--- src/rtl/imem_boot_loader.sv ---
// Byte-stream boot loader: parses a framed program image, writes it into
// instruction memory word by word and holds the core in reset until it checks out.
module imem_boot_loader #(
  parameter int         N              = 32,
  parameter int         IMEM_DEPTH     = 76,
  parameter logic [7:0] SYNC_BYTE      = 8'hA5,
  parameter int         TIMEOUT_CYCLES = 1000000
) (
  input  logic         i_clk,
  input  logic         i_arst,
  input  logic         i_rx_valid,
  input  logic [7:0]   i_rx_data,
  output logic         o_rx_ready,
  output logic         o_imem_we,
  output logic [N-1:0] o_imem_addr,
  output logic [N-1:0] o_imem_wdata,
  output logic         o_core_rst,
  output logic         o_done,
  output logic         o_err,
  output logic [15:0]  o_word_cnt
);

  localparam logic [2:0] S_SYNC  = 3'd0;
  localparam logic [2:0] S_LEN0  = 3'd1;
  localparam logic [2:0] S_LEN1  = 3'd2;
  localparam logic [2:0] S_DATA  = 3'd3;
  localparam logic [2:0] S_WRITE = 3'd4;
  localparam logic [2:0] S_CHK   = 3'd5;
  localparam logic [2:0] S_DONE  = 3'd6;
  localparam logic [2:0] S_ERR   = 3'd7;

  localparam logic [15:0] DEPTH_W  = 16'(IMEM_DEPTH);
  localparam logic [31:0] TMO_LAST = 32'(TIMEOUT_CYCLES - 1);
  localparam bit          TMO_EN   = (TIMEOUT_CYCLES != 0);

  logic [2:0]  state;
  logic [7:0]  len_lo;
  logic [15:0] len;
  logic [1:0]  byte_idx;
  logic [31:0] word;
  logic [7:0]  chk;
  logic [31:0] tmo_cnt;

  logic        accept;
  logic        timed;
  logic        timeout;
  logic [7:0]  chk_next;
  logic [15:0] len_next;
  logic [31:0] word_next;

  assign o_rx_ready = (state != S_WRITE);
  assign accept     = i_rx_valid && o_rx_ready;
  assign chk_next   = chk + i_rx_data;
  assign len_next   = {i_rx_data, len_lo};
  assign timed      = (state == S_LEN0) || (state == S_LEN1) ||
                      (state == S_DATA) || (state == S_CHK);
  // A byte arriving on the final idle cycle wins over the timeout.
  assign timeout    = TMO_EN && timed && !accept && (tmo_cnt == TMO_LAST);

  // NOTE: give every always_comb output a default first so no latch is inferred.
  always_comb begin
    word_next = word;
    word_next[{byte_idx, 3'b000} +: 8] = i_rx_data;
  end

  // NOTE: sequential state uses non-blocking assignments so every register
  // samples pre-edge values regardless of statement order.
  always_ff @(posedge i_clk or posedge i_arst) begin
    if (i_arst) begin
      state        <= S_SYNC;
      len_lo       <= '0;
      len          <= '0;
      byte_idx     <= '0;
      word         <= '0;
      chk          <= '0;
      tmo_cnt      <= '0;
      o_imem_we    <= 1'b0;
      o_imem_addr  <= '0;
      o_imem_wdata <= '0;
      o_core_rst   <= 1'b1;
      o_done       <= 1'b0;
      o_err        <= 1'b0;
      o_word_cnt   <= '0;
    end else begin
      if (!TMO_EN || accept || !timed || timeout) tmo_cnt <= '0;
      else                                        tmo_cnt <= tmo_cnt + 32'd1;

      // Strobe is raised only on the transition into WRITE, so it lasts one cycle.
      o_imem_we <= 1'b0;

      if (timeout) begin
        state <= S_ERR;
        o_err <= 1'b1;
      end else begin
        case (state)
          S_SYNC, S_DONE, S_ERR: begin
            if (accept && (i_rx_data == SYNC_BYTE)) begin
              state      <= S_LEN0;
              o_done     <= 1'b0;
              o_err      <= 1'b0;
              o_word_cnt <= '0;
              chk        <= '0;
              o_core_rst <= 1'b1;
              byte_idx   <= '0;
              word       <= '0;
            end
          end
          S_LEN0: begin
            if (accept) begin
              len_lo <= i_rx_data;
              chk    <= chk_next;
              state  <= S_LEN1;
            end
          end
          S_LEN1: begin
            if (accept) begin
              len <= len_next;
              chk <= chk_next;
              if (len_next > DEPTH_W) begin
                state <= S_ERR;
                o_err <= 1'b1;
              end else if (len_next == 16'd0) begin
                state <= S_CHK;
              end else begin
                state <= S_DATA;
              end
            end
          end
          S_DATA: begin
            if (accept) begin
              chk      <= chk_next;
              word     <= word_next;
              byte_idx <= byte_idx + 2'd1;
              if (byte_idx == 2'd3) begin
                state        <= S_WRITE;
                o_imem_we    <= (o_word_cnt < DEPTH_W);
                o_imem_addr  <= N'({o_word_cnt, 2'b00});
                o_imem_wdata <= N'(word_next);
              end
            end
          end
          S_WRITE: begin
            o_word_cnt <= o_word_cnt + 16'd1;
            if ((o_word_cnt + 16'd1) < len) state <= S_DATA;
            else                            state <= S_CHK;
          end
          S_CHK: begin
            if (accept) begin
              chk <= chk_next;
              if (chk_next == 8'd0) begin
                state      <= S_DONE;
                o_done     <= 1'b1;
                o_core_rst <= 1'b0;
              end else begin
                state <= S_ERR;
                o_err <= 1'b1;
              end
            end
          end
          default: state <= S_SYNC;
        endcase
      end
    end
  end

endmodule
--- config.mk ---
export PLATFORM = sky130hd
export DESIGN_NAME = imem_boot_loader
export DESIGN_NICKNAME = d
export VERILOG_FILES = /design/src/rtl/imem_boot_loader.sv
export SDC_FILE = /design/constraint.sdc
export NUM_CORES = 1
export LEC_CHECK = 0
export CAP_MARGIN = 5
export CORE_MARGIN = 1.5
export CORE_UTILIZATION = 47
export DETAILED_ROUTE_END_ITERATION = 10
export HOLD_SLACK_MARGIN = 0.08
export PLACE_DENSITY_LB_ADDON = 0.05
export SYNTH_ARGS = -nofsm -noshare
export SYNTH_HDL_FRONTEND = slang
export SYNTH_SLANG_ARGS = --single-unit
export TNS_END_PERCENT = 20
--- constraint.sdc ---
create_clock -name i_clk -period 10.07 [get_ports i_clk]
set_input_delay 1.007 -clock i_clk [delete_from_list [all_inputs] [get_ports i_clk]]
set_output_delay 1.007 -clock i_clk [all_outputs]
set_load 0.1 [all_outputs]
==> impl_metrics.yaml <==
sta:
  finalClockSkew_ns: 0.0109
  fin_crit_ns: 4.32
  tns_ns: 0
  tightest_slew_ns: 1.03
  holdWs_ns: 0.481
  setup_violations: 0
  rsz0062_at_grt: "false"
  fmax_mhz: 232
  slew_violations: 0
  slew-limit-headroom_pct: 31.4
  finalHoldViolations: 0
  post-route-period-util_pct: 42.9
route:
  drt_iter0_drc: 366
  route.detailed.drc: 0
  detail-route-antenna-nets: 0
  firstDrtPassIters: 5
  vias: 6217
  wl_per_cell_um: 16.6
  vias_per_cell: 5.52
  wl_mm: 18.7
floorplan:
  io_pins: 96
  initial_utilization_pct: 47.7
  fp.dieH_um: 135
  core_sq_um: 17200
  fp-row-count: 48
  die_w_um: 135
  die_area_sq_um: 18200
clocking:
  cts_setup_buffers: 0
  holdBufCountCts: 0
  cts_resized: 0
  clock_sinks: 161
  cts_tree: "built"
  numCtsBuffers: 17
  clockBufferDepth: 2
  clk_latency_ns: 0.43
  cts.root.buffer_cell: "clkbuf_16"
  clk_pin_slew_ns: 0.06
  htree_num_levels: 4
final_layout:
  diodes: 0
  nFillCells: 1526
  final_common_cell: "dfrtp_1"
  ff_latch_area_sq_um: 4030
  final_cell_mix: "dfrtp_1 (160), nand2_1 (93), clkdlybuf4s50_1 (79), nor2_1 (61), o21ai_0 (57)"
  nets: 929
  fin_area_sq_um: 9650
  fin_util_pct: 56.2
  area_delta_synth_final_pct: 17.8
  multi_input_area_sq_um: 3790
  drive_gt1_share_pct: 8.66
  stdcell_count: 1126
global_routing:
  grt_first_pass_wirelength_mm: 30.9
  grt_pass1_vias: 6099
  antenna_found_initial: 0
  grt_use_total_pct: 21.6
  grt_max_degree: 100
  grt_overflow: 0
yosys:
  synth_top_family_by_area: "simple AND/OR/NAND/NOR gates"
  synth_xor_area_share_pct: 5.35
  avgSynthCellArea_sq_um: 9.86
  synth_cell_types: 64
  synth_simple_gate_area_share_pct: 16.8
  synth_area_sq_um: 8190
  yosysSeqAreaShare_pct: 49.2
  muxShareOfSynthArea_pct: 3.54
  ys.warnings.count: 0
  synth_compound_area_share_pct: 15.0
  synth_top_flop_cell: "dfrtp_1"
  postSynthCellCount: 831
  synth_edf_count: 0
  synth-seq-cells: 161
  async_reset_ff_share_pct: 100
  synth-adder-area-share_pct: 4.67
outcome:
  status: "completed"
power:
  pwr-share-comb_pct: 31.4
  leakage_uw: 0.00424
  intPower_uw: 1300
  power_density_nw_per_um2: 222
  p_sw_uw: 837
  ir_worst_vdd_mv: 0.139
  p_clk_share_pct: 30.3
  seqPwrFrac_pct: 38.3
  p_sw_share_pct: 39.1
setup_path:
  crit_path_end_kind: "primary output"
  required_ns: 9.06
  crit_type: "flop to primary output"
  worstSetupStartpointType: "flop"
  crit_path_max_fanout: 16
  cp.arrival_ns: 3.31
placed_design:
  dp_hpwl_mm: 12.6
  dp_cells: 1094
  placed_cell_area_sq_um: 9060
  place_congestion: 0.885
  portBuffers: 79
run:
  cap_violations: 0
min_path:
  hp-class: "flop to flop"
-- cells in the mapped netlist, types with 3 or more instances --
| cell type | instances | share of area [%] |
|---|---|---|
| and4_1 | 7 | 0.75 |
| xnor2_1 | 19 | 2.0 |
| and3_1 | 10 | 0.76 |
| nand4_1 | 13 | 0.99 |
| dfrtp_1 | 160 | 49 |
| xor2_1 | 31 | 3.3 |
| clkbuf_2 | 3 | 0.18 |
| buf_4 | 17 | 1.6 |
| nand2_1 | 93 | 4.3 |
| nor4_1 | 6 | 0.46 |
| o21ai_0 | 57 | 3.5 |
| inv_1 | 31 | 1.4 |
| nor3_2 | 3 | 0.37 |
| mux2_2 | 23 | 3.2 |
| a22o_1 | 35 | 3.7 |
| a211oi_1 | 4 | 0.37 |
| clkbuf_1 | 29 | 1.3 |
| o31ai_1 | 12 | 1.1 |
| buf_2 | 12 | 0.73 |
| nor2b_1 | 28 | 2.1 |
| nor2_1 | 61 | 2.8 |
| a21oi_1 | 43 | 2.6 |
| nor3_1 | 13 | 0.79 |
| o21a_1 | 3 | 0.27 |
| ha_1 | 29 | 4.4 |
| nand3_1 | 20 | 1.2 |
| o21ai_1 | 17 | 1.0 |
-- worst max-delay path: stages, from the launching register on --
cell and delay [ns]:
dfrtp_1 0.57, inv_1 0.22, nor3_1 0.08, buf_4 0.21, inv_1 0.53, clkdlybuf4s50_1 1.26
-- per-stage QoR --
step                      power [uW]  worst slack [ns]
final                           2140              5.75
after global routing            2260              5.60
after CTS                       2160              5.78
after detailed placement        1500              6.08
after global placement          1480              6.15
after floorplan                 1350              4.72
-- final timing paths --
kind | startpoint | endpoint | slack (ns) | cells past startpoint
setup / recovery | state[2] | o_rx_ready | 5.75 | 5
hold / removal | o_imem_wdata[26] | o_imem_wdata[26] | 0.48 | 2
setup reg to reg | o_word_cnt[0] | state[1] | 6.70 | 12
hold reg to reg | o_imem_wdata[26] | o_imem_wdata[26] | 0.48 | 2
max in group asynchronous | i_arst | word[17] | 7.57 | 3
min in group asynchronous | i_arst | o_imem_addr[17] | 1.15 | 2
-- power by group through the flow --
| stage | clock [uW] | combinational [uW] | sequential (uW) |
|---|---|---|---|
| after detailed placement | 0 | 670 | 832 |
| final | 648 | 672 | 820 |
| after CTS | 663 | 674 | 820 |
| after global placement | 0 | 653 | 828 |
| after floorplan | 0 | 492 | 856 |
| after global routing | 689 | 743 | 833 |
-- metal layers --
layer / share of wire (%) / vias to the layer above / global-route usage (%)
li1: - / 2989 / -
met1: 48 / 3062 / 30.3
met2: 47 / 140 / 34.1
met3: 3.5 / 26 / 3.72
met4: 1.6 / 0 / 7.11
met5: 0 / - / 0
-- registers in the layout, indices dropped and copies added (netlist names) --
name and count:
word 24, o_imem_wdata 32, len_lo 8, o_imem_we 1, state 3, o_core_rst 1, byte_idx 2, chk 8
o_word_cnt 16, len 16, o_imem_addr 16, tmo_cnt 32, o_done 1, o_err 1
-- cells by family after synthesis --
kind of cell,count (synthesis)
adder cells (fa/ha/maj),30
flip-flops,161
buffers and inverters,94
other,1
XOR/XNOR,50
AO/OA/AOI/OAI,194
multiplexers,26
AND/OR/NAND/NOR,275
-- final cells by class --
type	instances	area share, %
Clock buffer	17	4.41
Inverter	32	1.30
Clock inverter	15	1.70
Multi-Input combinational cell	591	39.2
Tap cell	225	2.92
Sequential cell	161	41.8
Timing Repair Buffer	85	8.66
Note: power is estimated with default switching activity, not from simulation.
